<file path="config.mk">
export PLATFORM = sky130hd
export DESIGN_NAME = cache_mem_arbiter
export DESIGN_NICKNAME = d
export VERILOG_FILES = /design/src/rtl/mem_arb_pkg.sv /design/src/rtl/cache_mem_arbiter_beat_counter.sv /design/src/rtl/cache_mem_arbiter.sv
export SDC_FILE = /design/constraint.sdc
export NUM_CORES = 1
export LEC_CHECK = 0
export CORE_MARGIN = 1.5
export CORE_UTILIZATION = 29
export CTS_CLUSTER_DIAMETER = 100
export CTS_CLUSTER_SIZE = 8
export DETAILED_ROUTE_END_ITERATION = 8
export PLACE_DENSITY = 0.82
export SYNTH_ARGS = -nofsm -noshare
export SYNTH_HDL_FRONTEND = slang
export SYNTH_HIERARCHICAL = 1
export SYNTH_SLANG_ARGS = --single-unit
</file>
<file path="constraint.sdc">
create_clock -name clk -period 5.7 [get_ports clk]
set_input_delay 0.57 -clock clk [delete_from_list [all_inputs] [get_ports clk]]
set_output_delay 0.57 -clock clk [all_outputs]
set_load 0.1 [all_outputs]
</file>
<file path="src/rtl/mem_arb_pkg.sv">
// Shared types for the cache/memory port arbiter.
// Pure declarations: no logic, no latency.
// Not applicable: nothing here carries flow control.
package mem_arb_pkg;

  // Words per cache block (16-byte block of 16-bit words).
  localparam int BEATS_DEF = 8;

  typedef enum logic [1:0] {
    ST_IDLE    = 2'd0,
    ST_I_FILL  = 2'd1,
    ST_D_FILL  = 2'd2,
    ST_D_WRITE = 2'd3
  } arb_state_t;

  // Identifies which cache won the most recent grant.
  typedef enum logic {
    REQ_I = 1'b0,
    REQ_D = 1'b1
  } req_id_t;

endpackage

</file>
<file path="src/rtl/cache_mem_arbiter_beat_counter.sv">
// Counts returned read beats of one cache-block fill.
// Latency: count updates on the edge after an increment; last_beat is combinational.
// No backpressure: increments are accepted every cycle they are presented.
module beat_counter #(
  parameter int BEATS = 8,
  parameter int CNT_W = (BEATS > 1) ? $clog2(BEATS) : 1
) (
  input  logic             clk,
  input  logic             rst_n,
  input  logic             i_clear,
  input  logic             i_inc,
  output logic [CNT_W-1:0] o_count,
  output logic             o_last_beat
);

  logic [CNT_W-1:0] r_count;

  assign o_count     = r_count;
  assign o_last_beat = i_inc && (r_count == CNT_W'(BEATS - 1));

  // Beat count: clears on request, wraps to zero on the final beat of a block.
  always_ff @(posedge clk or negedge rst_n) begin
    if (!rst_n) begin
      r_count <= '0;
    end else if (i_clear) begin
      r_count <= '0;
    end else if (i_inc) begin
      r_count <= o_last_beat ? '0 : r_count + 1'b1;
    end
  end

endmodule

</file>
<file path="src/rtl/cache_mem_arbiter.sv">
// Grants the single memory port to the I-cache or D-cache and routes read valids to the owner.
// Latency: grant one cycle after request in IDLE; address/enable/valid routing is combinational.
// Non-owner requests simply wait; a fill grant is held until all beats have returned.
module cache_mem_arbiter
  import mem_arb_pkg::*;
#(
  parameter int BEATS  = BEATS_DEF,
  parameter int ADDR_W = 16,
  parameter int DATA_W = 16
) (
  input  logic              clk,
  input  logic              rst_n,
  input  logic              i_req,
  input  logic [ADDR_W-1:0] i_addr,
  output logic              i_grant,
  output logic              i_data_valid,
  input  logic              d_req,
  input  logic              d_wr,
  input  logic [ADDR_W-1:0] d_addr,
  input  logic [DATA_W-1:0] d_wdata,
  output logic              d_grant,
  output logic              d_data_valid,
  output logic              mem_enable,
  output logic              mem_wr,
  output logic [ADDR_W-1:0] mem_addr,
  output logic [DATA_W-1:0] mem_wdata,
  input  logic              mem_data_valid
);

  localparam int CNT_W = (BEATS > 1) ? $clog2(BEATS) : 1;

  arb_state_t       r_state;
  arb_state_t       w_next_state;
  req_id_t          r_last_win;
  req_id_t          w_next_last_win;
  logic             w_fill;
  logic             w_inc;
  logic             w_clear;
  logic             w_last_beat;
  logic [CNT_W-1:0] w_count;

  // Valids only count while a fill owns the port; stray valids elsewhere are dropped.
  assign w_fill  = (r_state == ST_I_FILL) || (r_state == ST_D_FILL);
  assign w_inc   = mem_data_valid && w_fill;
  // A stale count (e.g. from an abandoned fill) is wiped while idle.
  assign w_clear = (r_state == ST_IDLE) && (w_count != '0);

  beat_counter #(
    .BEATS (BEATS),
    .CNT_W (CNT_W)
  ) u_beat_counter (
    .clk         (clk),
    .rst_n       (rst_n),
    .i_clear     (w_clear),
    .i_inc       (w_inc),
    .o_count     (w_count),
    .o_last_beat (w_last_beat)
  );

  // State and last-winner registers.
  always_ff @(posedge clk or negedge rst_n) begin
    if (!rst_n) begin
      r_state    <= ST_IDLE;
      r_last_win <= REQ_I;
    end else begin
      r_state    <= w_next_state;
      r_last_win <= w_next_last_win;
    end
  end

  // Next state: arbitrate from IDLE only, so every grant is followed by an IDLE cycle.
  always_comb begin
    w_next_state    = r_state;
    w_next_last_win = r_last_win;
    case (r_state)
      ST_IDLE: begin
        if (i_req && (!d_req || (r_last_win == REQ_D))) begin
          w_next_state    = ST_I_FILL;
          w_next_last_win = REQ_I;
        end else if (d_req) begin
          w_next_state    = d_wr ? ST_D_WRITE : ST_D_FILL;
          w_next_last_win = REQ_D;
        end
      end
      ST_I_FILL, ST_D_FILL: begin
        if (w_last_beat) begin
          w_next_state = ST_IDLE;
        end
      end
      ST_D_WRITE: begin
        w_next_state = ST_IDLE;
      end
      default: begin
        w_next_state = ST_IDLE;
      end
    endcase
  end

  // Output decode: grants are state decodes, memory controls muxed from the owner.
  always_comb begin
    i_grant      = 1'b0;
    d_grant      = 1'b0;
    i_data_valid = 1'b0;
    d_data_valid = 1'b0;
    mem_enable   = 1'b0;
    mem_wr       = 1'b0;
    mem_addr     = '0;
    case (r_state)
      ST_I_FILL: begin
        i_grant      = 1'b1;
        i_data_valid = mem_data_valid;
        mem_enable   = i_req;
        mem_addr     = i_addr;
      end
      ST_D_FILL: begin
        d_grant      = 1'b1;
        d_data_valid = mem_data_valid;
        mem_enable   = d_req;
        mem_addr     = d_addr;
      end
      ST_D_WRITE: begin
        d_grant    = 1'b1;
        mem_enable = 1'b1;
        mem_wr     = 1'b1;
        mem_addr   = d_addr;
      end
      default: begin
      end
    endcase
  end

  assign mem_wdata = d_wdata;

endmodule
</file>
==> results of run 1 <==
-- cells in the final DEF, fill, tap and decap left out --
cell type / count
a21oi_1: 5
a221oi_1: 1
a22o_2: 1
a22oi_1: 15
a31oi_1: 1
a32o_1: 1
a41o_1: 1
and2_1: 3
and2_2: 1
and2b_1: 1
clkbuf_4: 3
clkdlybuf4s50_1: 59
dfrtp_1: 6
ha_1: 9
inv_1: 3
mux2i_1: 1
nand2_1: 3
nand2b_1: 2
nand3_1: 1
nor2_1: 19
o21bai_1: 1
o31a_2: 1
or2_2: 1
or3b_4: 1
-- worst min-delay path by stage --
stage / start / slack [ps] / to
after detailed placement: r_last_win$_DFFE_PN0P_ / 480 / r_last_win$_DFFE_PN0P_
final: r_last_win$_DFFE_PN0P_ / 480 / r_last_win$_DFFE_PN0P_
after floorplan: rst_n / 270 / r_last_win$_DFFE_PN0P_
after global routing: r_last_win$_DFFE_PN0P_ / 510 / r_last_win$_DFFE_PN0P_
after global placement: r_last_win$_DFFE_PN0P_ / 460 / r_last_win$_DFFE_PN0P_
after CTS: r_last_win$_DFFE_PN0P_ / 490 / r_last_win$_DFFE_PN0P_
-- cells by family (layout without fill, tap and decap cells) --
logic type                 Yosys count  count (layout)  share of synthesized area (%)
muxes                                1               1                           1.28
buffers and inverters               25              65                           20.3
AOI/OAI and AO/OA                   27              27                           25.6
adders and majority gates            9               9                           14.4
DFF                                  6               6                           19.2
and+or+nand+nor                     32              32                           19.3
-- where the power goes --
group | switching (uW) | leakage [uW] | internal (uW) | total (uW)
registers | 28.5 | 0.0000766 | 60.5 | 89.0
clock network | 15.3 | 0.0000138 | 23.8 | 39.2
logic | 545 | 0.000442 | 199 | 744
-- metrics by stage --
stage | setup slack (ps) | total power [uW] | cells
6_report | 2020 | 872 | 170
5_1_grt | 1830 | 914 | 170
4_1_cts | 2000 | 878 | 170
3_5_place_dp | 2260 | 834 | 167
3_3_place_gp | 2380 | 821 | 167
2_1_floorplan | 2380 | 724 | 100
-- routing by layer --
layer	vias to the layer above	global-route usage, %	wire, microns
met5	-	0	0
met4	0	6.10	36
met3	8	3.76	343
met2	47	29.6	1250
met1	376	14.9	883
li1	417	-	-
-- flip-flops by register name, indices dropped and copies added, names as in the netlist --
signal                  cells
r_state                     2
u_beat_counter/o_count      3
r_last_win                  1
-- critical path, stage by stage (launching register included) --
cell and delay (ps):
dfrtp_1 590, inv_1 250, ha_1 570, a22oi_1 190, nor2_1 140, clkdlybuf4s50_1 1140
-- area by class of cell --
| type | instances | share of cell area, % |
|---|---|---|
| clock buffer | 3 | 1.75 |
| timing repair buffer | 59 | 45.9 |
| multi-input combinational | 69 | 36.9 |
| tap | 30 | 2.92 |
| sequential | 6 | 11.7 |
| inverter | 3 | 0.875 |
==> flow_summary.ini, run 1 <==
[sta]
setup_viol = 0
maxSlewViolCount = 0
slew_headroom_pct = 34.1
fin_crit_ps = 3680
final_hold_viol_count = 0
finalSetupTns_ps = 0
worst_pin_slew_ps = 985
fin_hold_ws_ps = 485
rsz0062_at_grt = false
fin_worst_skew_ps = 1.66
post-route-period-util_pct = 64.6
clock.fmax_mhz = 271

[synthesis]
yosys.area.top_type_share_pct = 19.2
synth_cell_types = 25
synth_most_common_cell = nor2_1
yosysWarnings = 6
netlist_top_cells_area = dfrtp_1 19%, buf_4 15%, a22oi_1 14%, ha_1 14%, nor2_1 9.1%
synth_seq_cells = 6
ys_seq_area_share_pct = 19.2
syn_area_sq_um = 783
synth_edf_count = 0
synth.avg_cell_area_sq_um = 7.83
syn_inst = 100
ys.flop_type = dfrtp_1
synth_top_cells_by_count = 19 x nor2_1, 16 x buf_4, 15 x a22oi_1
async_flop_share_pct = 100
synth_nets = 163
yosys.area.top_type = dfrtp_1

[cells_and_area]
syn_to_final_growth_pct = 64.2
fill_cells = 253
final_layout_size_suffix_gt1_share_pct = 5.71
nets = 205
multi_input_area_sq_um = 474
final_area_sq_um = 1290
layout.area.seq_sq_um = 150
antenna_cells = 0
final_util_pct = 51.0

[clock_tree]
cts.sinks = 6
clock_latency_ps = 240
postCtsSetupBuffers = 0
cts-root-buf = clkbuf_4
htreeDepth = 1
cts_tree = yes
clkTransAtPathRegs_ps = 50
numCtsBuffers = 3
holdBufCountCts = 0
cts_resized = 0
clk_path_buf_depth = 2

[power_and_ir_drop]
power_density_nw_per_um2 = 678
vdd_drop_max_v = 0.000516
p_leak_uw = 0.000532

[setup_path]
crit_type = flip-flop to primary output
worst_setup_path_end_kind = primary output
critPathMaxFanout = 19
cp.arrival_ps = 3110
timing.rr.start = r_state[1]$_DFFE_PN0P_
crit_path_end = mem_addr[1]
reg2reg_depth = 6
rr_endpoint = r_state[1]$_DFFE_PN0P_
critical_path.startpoint = r_state[1]$_DFFE_PN0P_
start_kind = flip-flop
worstPathRequired_ps = 5130
reg2reg_slack_ps = 3500

[route]
vias_per_cell = 4.99
ant_nets = 0
drcViolationCount = 0
drt_wl_total_microns = 2520
wl_per_cell_microns = 14.8
drtIter0Drc = 13
via_count = 848
first_pass_iters = 4

[min_path]
whs_path_depth = 1
hold_path.class = flip-flop to flip-flop

[global_route]
grt_max_degree = 20
grt_pass1_wl_microns = 3270
globalRouteOverflowTotal = 0
grt_use_total_pct = 15.1
antenna_found_initial = 0
grt_pass1_vias = 772

[placement]
routabilityCongestion = 0.822
port_buffers = 59
place_area_sq_um = 1260
dp_hpwl_microns = 2090

[run]
cap_violations = 0

[die]
row_count = 18
die_x_microns = 55.0
die_h_microns = 55.0
initial_core_util_pct = 31.1
io_pins = 92
dieArea_sq_um = 3020
coreArea_sq_um = 2520

[status]
outcome = completed
Note: power is estimated with default switching activity, not from simulation.
==> inputs of run 2 (changes only) <==
CORE_UTILIZATION = 24   (was 29)
PLACE_DENSITY = 0.72   (was 0.82)
clock period = 3.3 ns   (was 5.7 ns; I/O delays follow)
==> run 2 against run 1 <==
Compared with the run above: sequential power is 74% higher; critical path depth unchanged; wire length decreased by 4.9%; design area is 2.9% lower; die area rose by 20%; core utilization is 10 points lower; cell count is 8.2% higher; register-to-register slack lost 2400 ps; power up 69%; first-iteration DRC count rose to 5.3 times the previous value; largest cell class unchanged; largest power group unchanged; highest routed layer is now met3.
==> flow_summary.ini, run 2 (synthesized netlist as in run 1, its figures left out) <==
[setup_path]
timing.rr.start = r_state[1]$_DFFE_PN0P_
critPathMaxFanout = 19
cp.arrival_ps = 2320
start_kind = flip-flop
reg2reg_depth = 6
worstPathRequired_ps = 2970
reg2reg_slack_ps = 1110
worst_setup_path_end_kind = primary output
crit_type = flip-flop to primary output
critical_path.startpoint = r_state[1]$_DFFE_PN0P_
rr_endpoint = r_state[1]$_DFFE_PN0P_
crit_path_end = mem_enable

[global_route]
antenna_found_initial = 0
grt_pass1_wl_microns = 3480
grt_pass1_vias = 811
globalRouteOverflowTotal = 0
grt_max_degree = 20
grt_use_total_pct = 12.8

[min_path]
hold_path.class = input port to asynchronous set/reset pin

[die]
initial_core_util_pct = 25.4
io_pins = 92
die_x_microns = 60.1
row_count = 20
die_h_microns = 60.1
dieArea_sq_um = 3620
coreArea_sq_um = 3080

[status]
outcome = completed

[sta]
maxSlewViolCount = 0
final_hold_viol_count = 0
post-route-period-util_pct = 80.2
slew_headroom_pct = 56.8
setup_viol = 0
worst_pin_slew_ps = 648
fin_crit_ps = 2650
rsz0062_at_grt = false
fin_worst_skew_ps = 2.26
clock.fmax_mhz = 378
finalSetupTns_ps = 0

[clock_tree]
cts-root-buf = clkbuf_4
cts_resized = 0
htreeDepth = 1
holdBufCountCts = 0
numCtsBuffers = 3
clk_path_buf_depth = 2
cts.sinks = 6
clock_latency_ps = 250
cts_tree = yes
clkTransAtPathRegs_ps = 50
postCtsSetupBuffers = 0

[placement]
routabilityCongestion = 0.748
port_buffers = 59
dp_hpwl_microns = 1960

[cells_and_area]
final_layout_size_suffix_gt1_share_pct = 21.4
mostFrequentLayoutCells = 37 x clkdlybuf4s50_1, 22 x buf_4, 19 x nor2_1
antenna_cells = 0
largest_reg_flops = 3
nets = 205
final_util_pct = 40.6
layout_commonest_cell = clkdlybuf4s50_1
syn_to_final_growth_pct = 59.4

[route]
wl_per_cell_microns = 13.0
drtIter0Drc = 69
vias_per_cell = 4.82
first_pass_iters = 4
drt_wl_total_microns = 2390
drcViolationCount = 0
ant_nets = 0
via_count = 886

[run]
cap_violations = 0

[power_and_ir_drop]
vdd_drop_max_v = 0.000297
p_leak_uw = 0.000571
power_density_nw_per_um2 = 1180
[run 2: worst min path at each step]
stage | slack, ps | end | from
finish | 330 | u_beat_counter/o_count[0]$_DFFE_PN0P_ | rst_n
global route | 350 | r_state[1]$_DFFE_PN0P_ | rst_n
CTS | 320 | u_beat_counter/o_count[0]$_DFFE_PN0P_ | rst_n
detailed placement | 480 | r_last_win$_DFFE_PN0P_ | r_last_win$_DFFE_PN0P_
global placement | 470 | r_last_win$_DFFE_PN0P_ | r_last_win$_DFFE_PN0P_
floorplan | 30 | r_last_win$_DFFE_PN0P_ | rst_n
[run 2: through the flow]
| stage | cells | power, uW | hold slack (ps) | area, sq um | setup WS, ps |
|---|---|---|---|---|---|
| 2_1_floorplan | 100 | 1250 | 34.4 | 783 | 220 |
| 5_1_grt | 184 | 1550 | 351 | 1250 | 488 |
| 4_1_cts | 184 | 1480 | 322 | 1250 | 654 |
| 3_3_place_gp | 181 | 1390 | 470 | 1230 | 1020 |
| 3_5_place_dp | 181 | 1410 | 483 | 1230 | 936 |
| 6_report | 184 | 1480 | 327 | 1250 | 654 |
[run 2: final cells by class]
type | count | area, sq um
fillers | 310 | 1830
multi-input cells | 69 | 474
inverters | 3 | 11.3
repair buffers | 59 | 536
flip-flops and latches | 6 | 150
clock buffers | 3 | 22.5
well taps | 44 | 55.1
[run 2: metal layers]
metal	vias to the layer above	track usage [%]	part of all wire, %
met1	415	12.9	36
met2	56	23.8	51
met4	0	2.86	0
li1	415	-	-
met3	0	5.84	13
met5	-	0	0
[run 2: power by group]
| group | internal, uW | leakage (uW) | switching [uW] | total, uW |
|---|---|---|---|---|
| clock network | 41.3 | 0.0000138 | 28.1 | 69.3 |
| logic | 309 | 0.000481 | 943 | 1250 |
| registers | 104 | 0.0000766 | 50.5 | 155 |
[run 2: critical path: stages, from the launching register on]
cell and delay, ps:
dfrtp_1 690, inv_1 230, ha_1 450, a221oi_1 370, nor2_1 70, buf_4 260
==> inputs of run 3 (changes only) <==
CORE_UTILIZATION = 27   (was 24)
PLACE_DENSITY = 0.77   (was 0.72)
clock period = 2.66 ns   (was 3.3 ns; I/O delays follow)
==> run 3 against run 2 <==
Compared with the run above: via count fell by 0.34%; highest routed layer is now met4; design area rose by 18%; non-clock buffer count rose by 1; core utilization rose by 13 points; flip-flop and latch count did not move; first-iteration DRC count fell by 71%.
==> flow_summary.ini, run 3 (synthesized netlist as in run 1, its figures left out) <==
[global_route]
grt_max_degree = 20
grt_use_total_pct = 16.0
globalRouteOverflowTotal = 0
antenna_found_initial = 0
grt_pass1_vias = 862
grt_pass1_wl_microns = 4050

[route]
drcViolationCount = 0
vias_per_cell = 5.13
first_pass_iters = 4
drtIter0Drc = 20
ant_nets = 0
drt_wl_total_microns = 2640
wl_per_cell_microns = 15.4
via_count = 883

[clock_tree]
htreeDepth = 1
holdBufCountCts = 0
cts-root-buf = clkbuf_4
postCtsSetupBuffers = 0
clock_latency_ps = 250
clkTransAtPathRegs_ps = 50
numCtsBuffers = 3
cts_resized = 0
cts.sinks = 6
cts_tree = yes
clk_path_buf_depth = 2

[cells_and_area]
stdcell_count = 172
final_layout_size_suffix_gt1_share_pct = 22.7
layout_commonest_cell = clkdlybuf4s50_1
largest_reg_flops = 3
mostFrequentLayoutCells = 37 x clkdlybuf4s50_1, 19 x nor2_1, 18 x buf_12
final_area_sq_um = 1470
antenna_cells = 0
nets = 206
syn_to_final_growth_pct = 87.5

[min_path]
hold_path.class = input port to asynchronous set/reset pin

[sta]
maxSlewViolCount = 0
final_hold_viol_count = 0
fin_worst_skew_ps = 1.91
fin_hold_ws_ps = 262
post-route-period-util_pct = 81.9
setup_viol = 0
rsz0062_at_grt = false
worst_pin_slew_ps = 669
slew_headroom_pct = 55.4
fin_crit_ps = 2180
clock.fmax_mhz = 459

[placement]
routabilityCongestion = 0.805
place_inst = 169
place_area_sq_um = 1450
dp_hpwl_microns = 2160
port_buffers = 59

[die]
coreArea_sq_um = 2760
dieArea_sq_um = 3230
die_x_microns = 56.9
io_pins = 92
row_count = 19
die_h_microns = 56.9
initial_core_util_pct = 28.4

[setup_path]
cp_top_family = adder cells
cp.arrival_ps = 1910
crit_chain = inv_1 > ha_1 > a22oi_1 > nor2_1 > buf_12
worst_setup_path_end_kind = primary output
max_stage_delay_ps = 580
crit_buf_inv = 2
start_kind = flip-flop
crit_type = flip-flop to primary output
critPathMaxFanout = 18
worst_path_max_delay_cell = ha_1
worstPathRequired_ps = 2390

[run]
cap_violations = 0

[power_and_ir_drop]
power_density_nw_per_um2 = 1450
p_leak_uw = 0.000632
vdd_drop_max_v = 0.00117

[status]
outcome = completed
## run 3: area by class of cell
class	instances	area, sq um
multi-input combinational	69	478
tap	31	38.8
inverter	3	11.3
sequential	6	150
clock buffer	3	22.5
timing repair buffer	60	768
fill	250	1290
## run 3: path summary, 6_finish.rpt
check	depth (start not counted)	to	slack [ps]	start
min in group clk	1	r_last_win$_DFFE_PN0P_	470	r_last_win$_DFFE_PN0P_
worst max-delay path	5	mem_addr[0]	480	r_state[1]$_DFFE_PN0P_
worst min-delay path	1	u_beat_counter/o_count[1]$_DFFE_PN0P_	260	rst_n
worst min register to register	1	r_last_win$_DFFE_PN0P_	470	r_last_win$_DFFE_PN0P_
worst max register to register	6	r_state[1]$_DFFE_PN0P_	860	r_state[0]$_DFFE_PN0P_
max in group asynchronous	1	r_last_win$_DFFE_PN0P_	2180	rst_n
## run 3: report_power, final
part / internal [uW] / switching, uW / total, uW / leakage [uW]
logic: 620 / 1260 / 1880 / 0.000542
clock network: 51.2 / 34.9 / 86.0 / 0.0000138
registers: 130 / 32.2 / 162 / 0.0000766
total: 801 / 1320 / 2130 / 0.000632
## run 3: layer usage
layer / GRT usage, % / up-vias / part of all wire [%]
met5: 0 / - / 0
li1: - / 420 / -
met1: 16.5 / 407 / 38
met4: 5.32 / 0 / 1.0
met2: 30.4 / 52 / 52
met3: 4.84 / 4 / 8.2
## run 3: per-stage QoR
stage,worst slack (ps),total power [uW],utilization (%),TNS [ps]
finish,480,2130,53.3,0
global route,314,2210,53.3,0
CTS,446,2140,53.3,0
detailed placement,717,2050,52.5,0
global placement,793,2010,52.5,0
floorplan,-124,1560,-,-1240
